--- src/rtl/cnn_pkg.sv ---
`default_nettype none
// ============================================================================
// Module      : cnn_pkg
// Description : Shared types and constants for the two-layer CNN layer
//               scheduler: FSM state encoding, buffer selects, widths and
//               a helper that identifies the RUN states.
// Revision    : 1.0  initial release
// ============================================================================
package cnn_pkg;

  // Scheduler state encoding (explicit 3-bit width)
  typedef enum logic [2:0] {
    ST_IDLE  = 3'd0,
    ST_WAIT1 = 3'd1,
    ST_RUN1  = 3'd2,
    ST_WAIT2 = 3'd3,
    ST_RUN2  = 3'd4,
    ST_DONE  = 3'd5
  } sched_state_e;

  localparam int unsigned C_ADDR_W = 16;
  localparam int unsigned C_SEL_W  = 5;
  localparam int unsigned C_TMO_W  = 20;
  localparam logic [4:0]  C_L1_SEL = 5'd0;
  localparam logic [4:0]  C_L2_SEL = 5'd1;

  // True while one of the layers is actively computing
  function automatic logic is_run(input sched_state_e s);
    return (s == ST_RUN1) || (s == ST_RUN2);
  endfunction

endpackage
`default_nettype wire

--- src/rtl/sched_watchdog.sv ---
`default_nettype none
// ============================================================================
// Module      : sched_watchdog
// Description : Per-RUN-state watchdog. The counter is held at zero while
//               clr is high and advances once per enabled cycle. expire is
//               raised on the enabled cycle whose increment reaches the
//               all-ones terminal count.
// Ports       : clk, rst (async, active-high), clr, en -> expire
// Revision    : 1.0  initial release
// ============================================================================
module sched_watchdog #(
  parameter int unsigned TMO_W = 20
) (
  input  logic clk,
  input  logic rst,
  input  logic clr,
  input  logic en,
  output logic expire
);

  // Value one below all-ones: the increment from here lands on terminal count
  localparam logic [TMO_W-1:0] C_LAST = ~TMO_W'(1);

  logic [TMO_W-1:0] r_count;

  always_ff @(posedge clk or posedge rst) begin
    if (rst) begin
      r_count <= '0;
    end else if (clr) begin
      r_count <= '0;
    end else if (en) begin
      r_count <= r_count + TMO_W'(1);
    end
  end

  assign expire = en && (r_count == C_LAST);

endmodule
`default_nettype wire

--- src/rtl/cnn_layer_scheduler.sv ---
`default_nettype none
// ============================================================================
// Module      : cnn_layer_scheduler
// Description : Sequences layer1 then layer2 of the CNN datapath once the
//               pixel/weight/bias stores are complete, owns the shared
//               weight/bias read port (buffer selects + read forwarding),
//               and pulses the completion interrupt request.
// Ports       : clk, rst                      clock, async active-high reset
//               start, abort                  controller pulses
//               l1_*_done, l2_*_done          store-done levels
//               l1_calc_done, l2_calc_done    layer completion pulses
//               l1_rd_*, l2_rd_*              per-layer read requests
//               rd_w/rd_b, rd_*_addr          forwarded reads to memories
//               w_sel/b_sel                   buffer selects
//               l1_en/l2_en, irq_set, busy    control / status
//               err_tmo, err_conf             sticky error flags
// Revision    : 1.0  initial release
// ============================================================================
module cnn_layer_scheduler
  import cnn_pkg::*;
#(
  parameter int unsigned        ADDR_W = C_ADDR_W,
  parameter int unsigned        SEL_W  = C_SEL_W,
  parameter logic [SEL_W-1:0]   L1_SEL = SEL_W'(C_L1_SEL),
  parameter logic [SEL_W-1:0]   L2_SEL = SEL_W'(C_L2_SEL),
  parameter int unsigned        TMO_W  = C_TMO_W
) (
  input  logic              clk,
  input  logic              rst,
  input  logic              start,
  input  logic              abort,
  input  logic              l1_pix_done,
  input  logic              l1_w_done,
  input  logic              l1_b_done,
  input  logic              l2_w_done,
  input  logic              l2_b_done,
  input  logic              l1_calc_done,
  input  logic              l2_calc_done,
  input  logic              l1_rd_w,
  input  logic              l1_rd_b,
  input  logic [ADDR_W-1:0] l1_rd_w_addr,
  input  logic [ADDR_W-1:0] l1_rd_b_addr,
  input  logic              l2_rd_w,
  input  logic              l2_rd_b,
  input  logic [ADDR_W-1:0] l2_rd_w_addr,
  input  logic [ADDR_W-1:0] l2_rd_b_addr,
  output logic              rd_w,
  output logic              rd_b,
  output logic [ADDR_W-1:0] rd_w_addr,
  output logic [ADDR_W-1:0] rd_b_addr,
  output logic [SEL_W-1:0]  w_sel,
  output logic [SEL_W-1:0]  b_sel,
  output logic              l1_en,
  output logic              l2_en,
  output logic              irq_set,
  output logic              busy,
  output logic              err_tmo,
  output logic              err_conf
);

  sched_state_e r_state;
  sched_state_e w_next;
  logic         w_tmo_hit;
  logic         w_expire;
  logic         w_clear_flags;
  logic         w_conf;

  // Counter is held clear outside RUN, so every RUN entry starts from zero
  sched_watchdog #(
    .TMO_W (TMO_W)
  ) u_watchdog (
    .clk    (clk),
    .rst    (rst),
    .clr    (!is_run(r_state)),
    .en     (is_run(r_state)),
    .expire (w_expire)
  );

  // Next-state decode; abort has priority over every other event, and a
  // done pulse on the terminal-count cycle takes the normal transition.
  always_comb begin
    w_next    = r_state;
    w_tmo_hit = 1'b0;
    if (abort) begin
      w_next = ST_IDLE;
    end else begin
      case (r_state)
        ST_IDLE:  if (start) w_next = ST_WAIT1;
        ST_WAIT1: if (l1_pix_done && l1_w_done && l1_b_done) w_next = ST_RUN1;
        ST_RUN1: begin
          if (l1_calc_done) begin
            w_next = ST_WAIT2;
          end else if (w_expire) begin
            w_next    = ST_IDLE;
            w_tmo_hit = 1'b1;
          end
        end
        ST_WAIT2: if (l2_w_done && l2_b_done) w_next = ST_RUN2;
        ST_RUN2: begin
          if (l2_calc_done) begin
            w_next = ST_DONE;
          end else if (w_expire) begin
            w_next    = ST_IDLE;
            w_tmo_hit = 1'b1;
          end
        end
        ST_DONE:  w_next = ST_IDLE;
        default:  w_next = ST_IDLE;
      endcase
    end
  end

  // An accepted start clears the sticky error flags
  assign w_clear_flags = (r_state == ST_IDLE) && start && !abort;

  // Any request from a layer that does not currently own the port
  assign w_conf = ((r_state != ST_RUN1) && (l1_rd_w || l1_rd_b)) ||
                  ((r_state != ST_RUN2) && (l2_rd_w || l2_rd_b));

  // State and registered outputs, all derived from the next state so they
  // change on the same edge the state does.
  always_ff @(posedge clk or posedge rst) begin
    if (rst) begin
      r_state  <= ST_IDLE;
      l1_en    <= 1'b0;
      l2_en    <= 1'b0;
      irq_set  <= 1'b0;
      busy     <= 1'b0;
      w_sel    <= L1_SEL;
      b_sel    <= L1_SEL;
      err_tmo  <= 1'b0;
      err_conf <= 1'b0;
    end else begin
      r_state  <= w_next;
      l1_en    <= (w_next == ST_RUN1);
      l2_en    <= (w_next == ST_RUN2);
      irq_set  <= (w_next == ST_DONE);
      busy     <= (w_next != ST_IDLE);
      w_sel    <= (w_next inside {ST_WAIT2, ST_RUN2, ST_DONE}) ? L2_SEL : L1_SEL;
      b_sel    <= (w_next inside {ST_WAIT2, ST_RUN2, ST_DONE}) ? L2_SEL : L1_SEL;
      err_tmo  <= (w_clear_flags ? 1'b0 : err_tmo) | w_tmo_hit;
      err_conf <= (w_clear_flags ? 1'b0 : err_conf) | w_conf;
    end
  end

  // Zero-latency read forwarding from the layer that owns the port
  always_comb begin
    rd_w      = 1'b0;
    rd_b      = 1'b0;
    rd_w_addr = '0;
    rd_b_addr = '0;
    case (r_state)
      ST_RUN1: begin
        rd_w      = l1_rd_w;
        rd_b      = l1_rd_b;
        rd_w_addr = l1_rd_w_addr;
        rd_b_addr = l1_rd_b_addr;
      end
      ST_RUN2: begin
        rd_w      = l2_rd_w;
        rd_b      = l2_rd_b;
        rd_w_addr = l2_rd_w_addr;
        rd_b_addr = l2_rd_b_addr;
      end
      default: ;
    endcase
  end

endmodule
`default_nettype wire
--- config.mk ---
export PLATFORM = sky130hd
export DESIGN_NAME = cnn_layer_scheduler
export DESIGN_NICKNAME = d
export VERILOG_FILES = /design/src/rtl/cnn_pkg.sv /design/src/rtl/sched_watchdog.sv /design/src/rtl/cnn_layer_scheduler.sv
export SDC_FILE = /design/constraint.sdc
export NUM_CORES = 1
export LEC_CHECK = 0
export ABC_CLOCK_PERIOD_IN_PS = 4730
export BUFFER_PORTS_ARGS = -buffer_cell sky130_fd_sc_hd__buf_4
export CORE_ASPECT_RATIO = 1.1
export CORE_UTILIZATION = 46
export DETAILED_ROUTE_END_ITERATION = 16
export PLACE_DENSITY = 0.89
export SYNTH_ARGS = -nofsm -noshare
export SYNTH_HDL_FRONTEND = slang
export SYNTH_SLANG_ARGS = --single-unit
--- constraint.sdc ---
create_clock -name clk -period 4.73 [get_ports clk]
set_clock_uncertainty 0.05 [all_clocks]
set_input_delay 0.2365 -clock clk [delete_from_list [all_inputs] [get_ports clk]]
set_output_delay 0.2365 -clock clk [all_outputs]
set_load 0.05 [all_outputs]
==> Word level (Yosys, flattened, before mapping) <==
Cells that the tools add are included.
{ "op_classes": {"n_eq_ne": 11, "n_addsub": 1, "reduce_logical": 16, "n_bitwise": 2, "magnitude_cmp": 0, "mul": 0, "n_shift": 0, "muxes": 21, "div": 0} }
{ "op_table": {"columns": ["op", "count"], "rows": [
  ["case mux 16 bit (2 select lines)", 2],
  ["2-to-1 mux 3 bit", 7],
  ["adder 20 x 1 -> 20 bit, second input constant", 1],
  ["equality test 20 bit, second input constant", 1],
  ["2-to-1 mux 20 bit", 1],
  ["case mux 3 bit (5 select lines)", 1],
  ["equality test 3 x 2 -> 1 bit, second input constant", 4],
  ["equality test 3 bit, second input constant", 3],
  ["logical AND 1 bit", 8],
  ["2-to-1 mux 1 bit", 7],
  ["case mux 1 bit (2 select lines)", 3],
  ["nonzero test 3 bit", 2],
  ["logical OR 1 bit", 4],
  ["equality test 3 x 1 -> 1 bit, second input constant", 1],
  ["zero test 3 bit", 1],
  ["inequality test 3 x 2 -> 1 bit, second input constant", 1],
  ["inequality test 3 bit, second input constant", 1],
  ["OR 1 bit", 2],
  ["zero test 1 bit", 1]
]} }
{ "word_totals": {"latchBits": 0, "register_bits": 30, "output_inout_bits": 50, "in_bits": 79, "mem_bits_rw": 0, "romBits": 0, "memories": 0} }

==> Depth between registers and ports, before layout <==
{ "logic_depth": {"word_depth": 10, "depth_mapped": 6, "ltp_nobuf": 6} }

==> By module <==
A second synthesis with hierarchy kept.
{ "unflattened": {"cells_unflattened": 214, "hier_area_um2": 1985.7} }
{ "by_module_without_submodules": {"columns": ["mod", "area_each_um2", "cells_each", "n_inst", "seq_area_each_um2"], "rows": [
  ["sched_watchdog", 1039.7, 105, 1, 500.5],
  ["cnn_layer_scheduler", 945.9, 109, 1, 250.2]
]} }

==> Worst setup path before layout <==
Ideal clock, no wire load.
{ "synth_path": {"path_kind": "register -> output", "start": "register r_state[0]", "end": "output port rd_b", "path_slack_ps": 2627, "path_buffers": 3, "stages_incl_launch_ff": 6, "required_time_ps": 4444, "arrival_ps": 1816, "path_cell_list": "dfrtp_1 buf_2 nor3b_1 clkbuf_1 clkbuf_1 a22o_1"} }
{ "synth_between": {"elab_chain_len": 2} }
{ "synth_rtl": {"columns": ["element", "line", "source"], "rows": [
  ["start: declaration", "cnn_layer_scheduler.sv:61", "sched_state_e r_state;"],
  ["start signal: assignment", "cnn_layer_scheduler.sv:134", "r_state <= w_next;"],
  ["equality test 3 bit or equality test 3 x 2 -> 1 bit (tied branches)", "cnn_layer_scheduler.sv:152", "case (r_state)"],
  ["case mux 1 bit (2 select lines) *", "cnn_layer_scheduler.sv:152", null],
  ["end: declaration", "cnn_layer_scheduler.sv:48", "output logic rd_b,"]
]} }
Mark *: on every way between the ends. The rest lies on a longest branch, timed or not.

==> Worst setup path in the final report <==
{ "layout_path": {"start": "register r_state[0]", "end": "output port rd_b_addr[0]"} }
{ "layout_between": {"elab_chain_len": 2} }
{ "layout_rtl": {"columns": ["element", "line", "source"], "rows": [
  ["equality test 3 bit or equality test 3 x 2 -> 1 bit (tied branches)", "cnn_layer_scheduler.sv:152", null],
  ["case mux 16 bit (2 select lines) *", "cnn_layer_scheduler.sv:152", null],
  ["end: declaration", "cnn_layer_scheduler.sv:50", "output logic [ADDR_W-1:0] rd_b_addr,"]
]} }
Marks and branches as above.

==> impl_summary.log <==
INFO  metric status = finished, final reports clean
INFO  metric ctsHtreeMaxLevel = 2
INFO  metric drt.antenna.violating_nets = 0
INFO  metric synth_seq_cells = 30
INFO  metric adder_and_majority_gate_portion_of_the_synthesized_area = 1.259%
INFO  metric coreArea = 4054 µm²
INFO  metric cts_max_path_bufs = 2
INFO  metric synth-compound-area-share = 26.95%
INFO  metric r2r_start = r_state[0]$_DFF_PP0_
INFO  metric max-cap-violations = 0
INFO  metric chipWidth = 64.67 µm
INFO  metric cts_hold_buf = 0
INFO  metric layout_worst_path_cycle_share = 60.61%
INFO  metric synth_top_area_cell = dfrtp_1
INFO  metric grt_pass1_wl = 10.39 mm
INFO  metric yosys.area_share.xor_xnor = 3.967%
INFO  metric final_layout_size_suffix_gt1_share = 41.79%
INFO  metric via_per_instance_ratio = 5.623
INFO  metric number_of_vias_after_detailed_routing = 2176
INFO  metric drc_violations_left = 0
INFO  metric worstMarginPinSlew = 1.200 ns
INFO  metric slew_viol_final = 0
INFO  metric synth_top_cell_area_share = 37.78%
INFO  metric power_density = 237.9 nW/µm²
INFO  metric worst-path-max-fanout = 20
INFO  metric post_synth.cell_area_avg = 9.073 µm²
INFO  metric start_util = 49.01%
INFO  metric layout.nets = 416
INFO  metric worst_ir_drop_vdd = 111.0 µV
INFO  metric reg2regPathDepth = 3
INFO  metric antenna-diode-count = 0
INFO  metric cts_setup_buffers = 0
INFO  metric io_buffer_count = 120
INFO  metric dieArea = 4587 µm²
INFO  metric endpoint_kind = primary output
INFO  metric clk_pin_slew = 0.06 ns
INFO  metric detail_route.wirelength = 6.506 mm
INFO  metric grt-ovfl-total = 0
INFO  metric syn-cell-area = 1987 µm²
INFO  metric ys_async_sr_fraction = 100.0%
INFO  metric cp.arrival = 2.58 ns
INFO  metric worst-endpoint-required = 4.44 ns
INFO  metric final_cell_mix = 122 x buf_4, 34 x a22o_1, 30 x dfrtp_1, 16 x nor2_1, 15 x nand2_1
INFO  metric vias_in_the_first_global_route = 2145
INFO  metric initial_antenna_violation_count = 0
INFO  metric hold_path_depth = 3
INFO  metric worstHoldPathType = in -> reg
INFO  metric insertion_delay = 0.29 ns
INFO  metric clock-sinks = 30
INFO  metric cts_tree = yes
INFO  metric cts_inserted_buffers = 5
INFO  metric worst-setup-path-type = reg -> out
INFO  metric areaGrowthSynthToFinish = 51.07%
INFO  metric post_synth_and_or_nand_nor_area_fraction = 22.86%
INFO  metric setup_viol = 0
INFO  metric synthFlopType = dfrtp_1
INFO  metric achievable-frequency = 348.8 MHz
INFO  metric grt_usage = 29.52%
INFO  metric worstSetupStartpointType = register
INFO  metric synth-seq-area-share = 37.78%
INFO  metric main_combinational_cell_family_by_area_after_synthesis = compound AO/OA/AOI/OAI gates
INFO  metric hpwlAfterDp = 5.249 mm
INFO  metric mostFrequentLayoutCell = buf_4
INFO  metric unrepaired_setup_endpoints_after_global_routing = no
INFO  metric cells_after_synth = 219
INFO  metric synth_cell_types = 47
INFO  metric post_route_total_power = 0.7141 mW
INFO  metric regToRegSetupSlack = 2.19 ns
INFO  metric average_wire_per_cell_in_the_routed_design = 16.81 µm
INFO  metric post_cts_resized = 0
INFO  metric number_of_placement_rows = 24
INFO  metric timing.slew.headroom = 19.73%
INFO  metric maximum_number_of_pins_on_one_net_before_global_route_repair = 31
INFO  metric ioPinCount = 129
INFO  metric static-leakage-power = 1.412 nW
INFO  metric rr_endpoint = u_watchdog.r_count[15]$_DFF_PP0_
INFO  metric final_util = 74.04%
INFO  metric dr.pass1.iters = 4
INFO  metric gp_congestion = 0.9620
INFO  metric synth_edf_count = 0
INFO  metric post_synth_mux_area_share = 0%
INFO  metric post_synth_main_area_contributors = dfrtp_1 38%, a22o_1 15%, buf_4 3.4%
INFO  metric timing.critical_path.to = rd_b_addr[0]
INFO  metric first_iter_violations = 139
INFO  metric startpoint = r_state[0]$_DFF_PP0_
INFO  metric totalNegativeSetupSlack = 0 ns
INFO  metric post-route-min-period = 2.867 ns
INFO  metric yosys_warnings = 0
INFO  metric number_of_hold_slack_violations_in_the_final_timing_report = 0
INFO  metric die_h = 70.93 µm
INFO  metric cts-root-buf = clkbuf_8
## through the flow
stage	hold WS [ns]	worst slack [ns]	cells	cell area (µm²)
floorplan	0.2773	2.627	226	2013
global placement	0.4388	2.270	380	2889
detailed placement	0.4515	2.194	380	2889
CTS	0.1572	1.899	387	3002
global route	0.1758	1.670	387	3002
finish	0.1555	1.863	387	3002
## cell type report
class,count,area (µm²)
multi-input cells,169,1131
fillers,314,1052
repair buffers,122,915.9
flip-flops and latches,30,750.7
clock buffers,6,82.58
well taps,52,65.06
clock inverters,1,30.03
inverters,7,26.28
## layer usage
| layer | vias to the layer above | part of all wire (%) | global-route usage, % |
|---|---|---|---|
| li1 | 1044 | - | - |
| met1 | 1012 | 40 | 37.50 |
| met2 | 110 | 50 | 49.47 |
| met3 | 10 | 8.1 | 6.452 |
| met4 | 0 | 1.8 | 9.877 |
| met5 | - | 0 | 0 |
## synth_stat cells (all sizes together), types with 2 or more instances
| cell type | number |
|---|---|
| nor3b | 4 |
| and3 | 2 |
| or3 | 5 |
| xor2 | 3 |
| a22o | 34 |
| a21oi | 9 |
| nor4 | 3 |
| nor2 | 17 |
| nand3 | 11 |
| o21a | 3 |
| buf | 12 |
| xnor2 | 6 |
| o21ai | 9 |
| nor3 | 5 |
| inv | 7 |
| nand4 | 3 |
| dfrtp | 30 |
| clkbuf | 8 |
| o211ai | 3 |
| and2 | 2 |
| or3b | 3 |
| ha | 2 |
| o31ai | 3 |
| or4 | 3 |
| and4 | 3 |
| nand2 | 15 |
## how the worst min path moves through the flow
stage / from / slack, ns / end
after floorplan: rst / 0.28 / b_sel[0]$_DFF_PP0_
after CTS: l1_rd_b / 0.16 / err_conf$_DFF_PP0_
after global placement: err_conf$_DFF_PP0_ / 0.44 / err_conf$_DFF_PP0_
final: l1_rd_b / 0.16 / err_conf$_DFF_PP0_
after detailed placement: u_watchdog.r_count[0]$_DFF_PP0_ / 0.45 / u_watchdog.r_count[0]$_DFF_PP0_
after global routing: l1_rd_b / 0.18 / err_conf$_DFF_PP0_
## flip-flops by register name, summed over array words and instances, names as in the netlist
name,cells
l2_en,1
busy,1
irq_set,1
l1_en,1
err_conf,1
b_sel,1
u_watchdog.r_count,20
r_state,3
err_tmo,1
## logic make-up after synthesis
| kind of cell | Yosys count |
|---|---|
| AND/OR/NAND/NOR | 80 |
| AO/OA/AOI/OAI | 70 |
| flip-flops | 30 |
| buffers and inverters | 27 |
| XOR/XNOR | 9 |
| adder cells (fa/ha/maj) | 2 |
| other | 1 |
## where the power goes
part,internal [mW],switching [mW]
Sequential,0.261,0.00619
Combinational,0.0755,0.107
Clock,0.168,0.0953
Total,0.505,0.209
## critical path, stage by stage, from the launching register on
cell and delay (ns):
dfrtp_1 0.49, nor3b_2 1.00, buf_4 0.40, a22o_1 0.19
buf_4 0.20
Note: power is estimated with default switching activity, not from simulation.
